**config.mk**
```make
export PLATFORM = sky130hd
export DESIGN_NAME = mult
export DESIGN_NICKNAME = d
export VERILOG_FILES = /design/src/rtl/mult.sv
export SDC_FILE = /design/constraint.sdc
export NUM_CORES = 1
export LEC_CHECK = 0
export BUFFER_PORTS_ARGS = -buffer_cell sky130_fd_sc_hd__clkbuf_2
export CAP_MARGIN = 10
export CORE_MARGIN = 8
export CORE_UTILIZATION = 50
export CTS_CLUSTER_DIAMETER = 200
export DETAILED_ROUTE_END_ITERATION = 16
export PLACE_DENSITY = 0.83
export SLEW_MARGIN = 20
export SYNTH_ARGS = -nofsm -noshare
export SYNTH_HDL_FRONTEND = slang
export SYNTH_SLANG_ARGS = --single-unit
```
**constraint.sdc**
```tcl
create_clock -name clk -period 1.9 [get_ports clk]
set_input_delay 0.285 -clock clk [delete_from_list [all_inputs] [get_ports clk]]
set_output_delay 0.285 -clock clk [all_outputs]
set_load 0.005 [all_outputs]
```
**src/rtl/mult.sv**
```systemverilog
// mult: sequential radix-2 Booth signed multiplier, one step per clock, restarted by reset
module mult #(
  parameter int NUM_BITS = 3
) (
  input  logic                    clk,
  input  logic                    reset,
  input  logic [NUM_BITS-1:0]     multiplicando,
  input  logic [NUM_BITS-1:0]     multiplicador,
  output logic [2*NUM_BITS-1:0]   resultado,
  output logic                    Fin
);
  localparam int CW = $clog2(NUM_BITS + 1);
  localparam logic [1:0] LOAD = 2'd0, CALC = 2'd1, DONE = 2'd2;
  logic [1:0]            state;
  logic [NUM_BITS:0]     m, a, a_next;
  logic [NUM_BITS-1:0]   q;
  logic                  q_1;
  logic [CW-1:0]         count;
  logic [2*NUM_BITS+1:0] shifted;
  // Booth add/subtract, then arithmetic shift of {A,Q,Q_1} (old Q_1 falls off)
  always_comb begin
    a_next  = ({q[0], q_1} == 2'b01) ? a + m : ({q[0], q_1} == 2'b10) ? a - m : a;
    shifted = {a_next[NUM_BITS], a_next, q};
  end
  // Load operands, run NUM_BITS Booth steps, then hold the product until reset
  always_ff @(posedge clk) begin
    if (!reset) begin
      state     <= LOAD;
      resultado <= '0;
      Fin       <= 1'b0;
      m         <= '0;
      a         <= '0;
      q         <= '0;
      q_1       <= 1'b0;
      count     <= '0;
    end else if (state == LOAD) begin
      m     <= {multiplicando[NUM_BITS-1], multiplicando};
      q     <= multiplicador;
      a     <= '0;
      q_1   <= 1'b0;
      count <= CW'(NUM_BITS);
      state <= CALC;
    end else if (state == CALC) begin
      a     <= shifted[2*NUM_BITS+1:NUM_BITS+1];
      q     <= shifted[NUM_BITS:1];
      q_1   <= shifted[0];
      count <= count - CW'(1);
      if (count == CW'(1)) begin
        resultado <= shifted[2*NUM_BITS:1];
        Fin       <= 1'b1;
        state     <= DONE;
      end
    end
  end
endmodule

```
# ---- After elaboration in Yosys (flattened, before gate mapping)
# Cells that the tools add are included.
# Widths: inputs -> output; s select.
dict set report word_totals {
  output_inout_bits 7
  inputBits 8
  wordCells 34
  reg_bits 21
}
dict set report classes {
  bitwise_logic 2
  mux 9
  eq_ne 4
  add_sub_neg 3
  reduce_logical 7
}
# cell count
set ops {}
lappend ops {{$mux 4} 2}
lappend ops {{$eq 2x1->1 const B} 3}
lappend ops {{$mux 3} 2}
lappend ops {{$add 3x3->4} 1}
lappend ops {{$mux 2} 2}
lappend ops {{$reduce_and 2->1} 2}
lappend ops {{$reduce_bool 2->1} 2}
lappend ops {{$sub 3x3->4} 1}
lappend ops {{$mux 1} 3}
lappend ops {{$reduce_and 3->1} 1}
lappend ops {{$eq 2x2->1 const B} 1}
lappend ops {{$logic_not 2->1} 1}
lappend ops {{$not 1->1} 2}
lappend ops {{$reduce_or 2->1} 1}
lappend ops {{$sub 2x1->2 const B} 1}

# ---- Longest topological paths before layout
# Gate-level depths: netlist (run 1).
dict set report logic_depth {
  word_depth 5
  ltp_mapped 7
  depth_no_buf 7
}

# ---- Worst setup path before layout (run 1)
# OpenSTA, ideal clock, no wires.
dict set report synth_path {
  path_type {flip-flop to flip-flop}
  startpoint {reg, netlist name m[2]}
  endpoint {reg resultado[5]}
  t_arrival_ps 1713
  stages_incl_launch_ff 7
  synth_period_minus_slack_ps 1779
  path_slack_ps 121
  t_required_ps 1834
  n_path_buf 0
  setup_time_ps 66
  path_cell_list {dfxtp_1 > inv_1 > ha_1 > or3b_1 > or4_1 > o221a_2 > a21oi_2}
}
dict set report synth_via {
  elab_chain_cells 3
  word_cells_on_any_way 4
  cone_classes {2 x add/sub; 2 x mux}
}
# element line
set synth_rtl {}
lappend synth_rtl {{$sub 3x3->4} 22} ;# a_next = ({q[0], q_1} == 2'b01) ? a + m : ({q[0], q_1} == 2'b10) ? a - m : a;
lappend synth_rtl {{$mux 4} 22}
lappend synth_rtl {{$mux 4 (*)} 22}
lappend synth_rtl {{end signal, assigned} 49} ;# resultado <= shifted[2*NUM_BITS:1];
lappend synth_rtl {{end, declared} 9} ;# output logic [2*NUM_BITS-1:0] resultado,
# Every way passes the cells marked *; elsewhere a longest branch is shown, timed or not.
# A chain may end at the register's enable or synchronous reset.

# ---- Worst setup path after layout (run 1)
dict set report layout_path {
  startpoint {reg a[0]}
  endpoint {reg a[0]}
}
dict set report layout_via {
  elab_chain_cells 3
  word_cells_on_any_way 4
  cone_classes {2 x add/sub; 2 x mux}
}
# element line
set layout_rtl {}
lappend layout_rtl {{start, declared} 15} ;# logic [NUM_BITS:0] m, a, a_next;
lappend layout_rtl {{start signal, assigned} 44} ;# a <= shifted[2*NUM_BITS+1:NUM_BITS+1];
lappend layout_rtl {{$sub 3x3->4} 22}
lappend layout_rtl {{$mux 4} 22}
lappend layout_rtl {{$mux 4 (*)} 22}
# Marked as above.

==> flow_summary.ini, run 1 <==
[place]
place_congestion = 0.843
hpwl_mm = 1.78
portBuffers = 14
dp_slack_ns = 0.0795
placed_cells = 170

[final_layout]
fin_cells = 174
register_area_sq_um = 422
syn2layout_area_growth_pct = 11.5
layout.nets = 164
multi_input_area_sq_um = 604
fillers = 216
drive_gt1_share_pct = 21.9
n_antenna_cell = 0

[pwr]
ir_worst_vdd_mv = 0.527
power_leakage_nw = 0.523
power.density_nw_per_um2 = 752

[floorplanning]
core_sq_um = 2170
design.die.area_sq_um = 4010
die_x_um = 63.3
start_util_pct = 51.6
std_cell_rows = 17
die_y_um = 63.3
ioPinCount = 15

[sta]
period_needed_ns = 1.81
slew_viol_final = 0
slew_headroom_pct = 77.8
finalSetupViolCount = 0
fmax_ghz = 0.552
hold_ws_ns = 0.197
hold_viol = 0
fin_crit_sh_pct = 95.3
worst_slack_ns = 0.0887
setup_tns_ns = 0
worst_pin_slew_ns = 0.332
skew_ns = 0.00739
rsz0062_at_grt = no

[grt]
met3_usage_pct = 3.18
grt.busiest_layer = met2
grt_pass1_wl_mm = 4.00
grt.met1_usage_pct = 14.1
grt_pass1_vias = 932
use_met2_pct = 20.6
grt_usage_pct = 12.0
grt_max_degree = 16
grt.overflow.total = 0
antenna_found_initial = 0

[cts]
path_clk_slew_ns = 0.11
clk_latency_ns = 0.31
clkSinkCount = 21
clk_path_buf_depth = 2
numCtsBuffers = 3
htreeDepth = 1
post_cts_buffers = 0
cts_root_buf = clkbuf_4
cts_tree = done

[logic_synthesis]
syn_inst = 127
netlist.area_leader.share_pct = 37.6
seq_area_frac_synth_pct = 37.6
yosysWarnings = 0
ys_async_sr_fraction_pct = 0
yosys.area.top_type = dfxtp_1
syn_area_sq_um = 1120
synthTopCellsByArea = dfxtp_1 38%, ha_1 7.8%, nor2_1 5.0%
synthDistinctLibCells = 38
syn_nets = 144
syn_area_per_cell_sq_um = 8.81
synth_edf_count = 0
synth-seq-cells = 21
synthFlopType = dfxtp_1

[flow_run]
maxCapViolations = 0

[detailed_routing]
first_pass_iters = 4
drc = 0
wire_per_inst_um = 13.4
via_per_inst = 5.37
ant_nets = 0
drt_iter0_markers = 19
vias = 935
totalWireLength_mm = 2.33

[outcome]
status = completed

[min_path]
hold_path_class = primary input to flip-flop

[setup_path]
worstPathMaxFanout = 5
crit_type = flip-flop to flip-flop
crit_path_end_kind = flip-flop
required_ns = 2.14
start_kind = flip-flop
critPathArrivalTime_ns = 2.05
[kinds of logic (layout without fill, tap and decap cells)]
kind of cell    count (synthesis)  count (layout)  synth area share [%]
fa+ha+maj                       9               9                  11.4
buf+inv                        16              35                  8.39
mux                             4               4                  3.58
compound gates                 35              35                  19.6
flops                          21              21                  37.6
simple gates                   39              39                  17.1
xor+xnor                        3               3                  2.35
[per-layer routing]
layer  up-vias  part of all wire (%)
met3         5                   4.3
met5         -                     0
li1        478                     -
met1       429                    47
met4         0                   1.5
met2        23                    47
[cell usage in the layout, fill, tap and decap left out, drive strengths merged, types with 2 or more instances in the layout]
master	synthesis	routed
o21ai	12	12
mux2i	4	4
dfxtp	21	21
o211ai	3	3
nand2	10	10
a221oi	2	2
nand3b	2	2
buf	2	7
fa	2	2
inv	10	10
clkbuf	4	18
a21oi	11	11
nand3	2	2
a31oi	2	2
ha	7	7
xor2	2	2
nor2	16	16
nor2b	3	3
[final cells by class]
class | count | share of cell area, %
Clock buffer | 4 | 2.11
Inverter | 10 | 3.01
Multi-Input combinational cell | 90 | 48.4
Sequential cell | 21 | 33.8
Tap cell | 28 | 2.81
Timing Repair Buffer | 21 | 9.83
[what timing repair did]
| action | in CTS | in global routing |
|---|---|---|
| endpoints found under the setup margin | 0 | 2 |
| resized for setup | 0 | 1 |
| hold buffers | 0 | 0 |
[where the power goes]
group | switching (mW) | internal, mW
Combinational | 0.124 | 0.0988
Clock | 0.132 | 0.0820
Sequential | 0.0262 | 0.475
[sequential cells by signal, indices dropped and copies added, names as in the netlist]
signal     count
a              3
resultado      6
q              3
count          2
q_1            1
m              3
Fin            1
state          2
[path summary, 6_finish.rpt]
kind	startpoint	end	slack, ns	cells after the start
setup reg to reg	a[0]	a[0]	0.09	7
setup / recovery	a[0]	a[0]	0.09	7
hold / removal	multiplicando[0]	m[0]	0.20	3
hold reg to reg	resultado[2]	resultado[2]	0.48	2
[Yosys cell counts, types with 2 or more instances]
library cell / count
o211ai_1: 3
inv_2: 2
o21ai_1: 3
o21ai_0: 8
clkbuf_1: 3
xor2_1: 2
fa_1: 2
dfxtp_1: 21
nor2b_1: 3
a21oi_1: 10
nand2_1: 9
nor2_1: 15
nand3b_1: 2
nand3_1: 2
ha_1: 7
mux2i_1: 4
inv_1: 8
a31oi_1: 2
a221oi_1: 2
[metrics by stage]
stage	area, sq um	total power, mW	utilization, %
2_1_floorplan	1120	0.674	-
3_3_place_gp	1220	0.723	56.2
3_5_place_dp	1220	0.734	56.2
4_1_cts	1250	0.942	57.4
5_1_grt	1250	1.00	57.5
6_report	1250	0.938	57.5
[critical path, stage by stage (launching register included)]
cell      delay (ns)
dfxtp_2         0.38
inv_1           0.05
ha_1            0.22
fa_1            0.42
or2_1           0.22
a21boi_1        0.21
o21ai_1         0.08
a21oi_1         0.16
Power figures use the tool's default switching activity.
==> inputs of run 2 (changes only) <==
CORE_UTILIZATION = 48   (was 50)
PLACE_DENSITY = 0.8   (was 0.83)
RECOVER_POWER = 50   (was unset)
==> flow_summary.ini, run 2 (same netlist as run 1, synthesis figures left out) <==
[grt]
grt_pass1_wl_mm = 3.98
grt_pass1_vias = 952
grt.overflow.total = 0
grt_max_degree = 16
antenna_found_initial = 0
grt_usage_pct = 11.9

[final_layout]
layout_common_cells = 20 x dfxtp_1, 15 x nor2_1, 10 x a21oi_1
largest-register = resultado
fin_cells = 172
layout.nets = 162
layout_commonest_cell = dfxtp_1
syn2layout_area_growth_pct = 8.95
n_antenna_cell = 0
largest_register_ffs = 6
drive_gt1_share_pct = 15.3

[sta]
hold_viol = 0
fmax_ghz = 0.567
worst_slack_ns = 0.138
hold_ws_ns = 0.192
slew_headroom_pct = 65.3
setup_tns_ns = 0
slew_viol_final = 0
skew_ns = 0.00370
period_needed_ns = 1.76
worst_pin_slew_ns = 0.520
fin_crit_sh_pct = 92.7
rsz0062_at_grt = no
finalSetupViolCount = 0

[cts]
cts_tree = done
path_clk_slew_ns = 0.11
clk_path_buf_depth = 2
ctsHoldBuffers = 0
clk_latency_ns = 0.31
cts_root_buf = clkbuf_4
clkSinkCount = 21
htreeDepth = 1
numCtsBuffers = 3

[place]
hpwl_mm = 1.73
place_congestion = 0.832
dp_slack_ns = 0.128
placed_cells = 168
portBuffers = 14

[pwr]
power.density_nw_per_um2 = 761
power_leakage_nw = 0.488
ir_worst_vdd_mv = 0.479

[floorplanning]
start_util_pct = 50.6
core_sq_um = 2210
die_x_um = 64.3
design.die.area_sq_um = 4130
ioPinCount = 15
std_cell_rows = 17
die_y_um = 64.3

[detailed_routing]
wire_per_inst_um = 12.9
totalWireLength_mm = 2.22
via_per_inst = 5.43
drc = 0
ant_nets = 0
vias = 934
first_pass_iters = 4
drt_iter0_markers = 19

[setup_path]
cpPeakStageDelay_ns = 0.46
path_cells = inv_1 > ha_1 > nor2b_1 > or4_1 > o221a_2 > o21ai_2
crit_slowest_cell = or4_1
start_kind = flip-flop
crit_path_end_kind = flip-flop
worstPathMaxFanout = 4
crit_type = flip-flop to flip-flop
required_ns = 2.15
critPathArrivalTime_ns = 2.02
path_delay_family = simple AND/OR/NAND/NOR gates
crit_buf_inv = 1

[min_path]
hold_path_class = primary input to flip-flop

[flow_run]
maxCapViolations = 0

[outcome]
status = completed
-- run 2: cell count changes in the layout (fill, tap and decap cells not counted), sizes merged --
| cell | before | now |
|---|---|---|
| clkbuf | 18 | 20 |
| buf | 7 | 3 |
-- run 2: timing repair --
action                                  CTS  global route
endpoints found under the setup margin    0             1
gates resized for setup                   0             1
setup buffers                             0             0
-- run 2: where the power goes --
| group | internal [mW] | switching (mW) | leakage [nW] |
|---|---|---|---|
| clock network | 0.0821 | 0.133 | 0.0150 |
| registers | 0.475 | 0.0278 | 0.173 |
| logic | 0.0909 | 0.119 | 0.300 |
-- run 2: worst paths after layout --
kind	start	depth (start not counted)	slack, ns	endpoint
max	m[1]	6	0.14	a[2]
min	multiplicando[1]	3	0.19	m[1]
max reg2reg	m[1]	6	0.14	a[2]
min reg2reg	resultado[2]	2	0.49	resultado[2]
-- run 2: area by class of cell --
class	count	area [sq um]
multi-input combinational	90	604
tap	28	35.0
sequential	21	422
fill	211	993
clock buffer	4	26.3
timing repair buffer	19	93.8
inverter	10	37.5
-- run 2: through the flow --
stage	area, sq um	util [%]	power (mW)
CTS	1230	55.7	0.941
floorplan	1120	-	0.674
detailed placement	1200	54.5	0.731
global placement	1200	54.5	0.719
finish	1220	55.1	0.928
global route	1220	55.1	0.989
-- run 2: tightest hold or removal path: stages --
cell and delay (ns):
clkbuf_2 0.08, nand2_1 0.04, a21oi_1 0.05
-- run 2: metal layers --
layer | GRT usage [%] | up-vias | wire length [um]
met3 | 5.40 | 6 | 128
met2 | 19.3 | 22 | 1070
met1 | 12.9 | 433 | 976
li1 | - | 473 | -
met4 | 5.72 | 0 | 45
met5 | 0 | - | 0
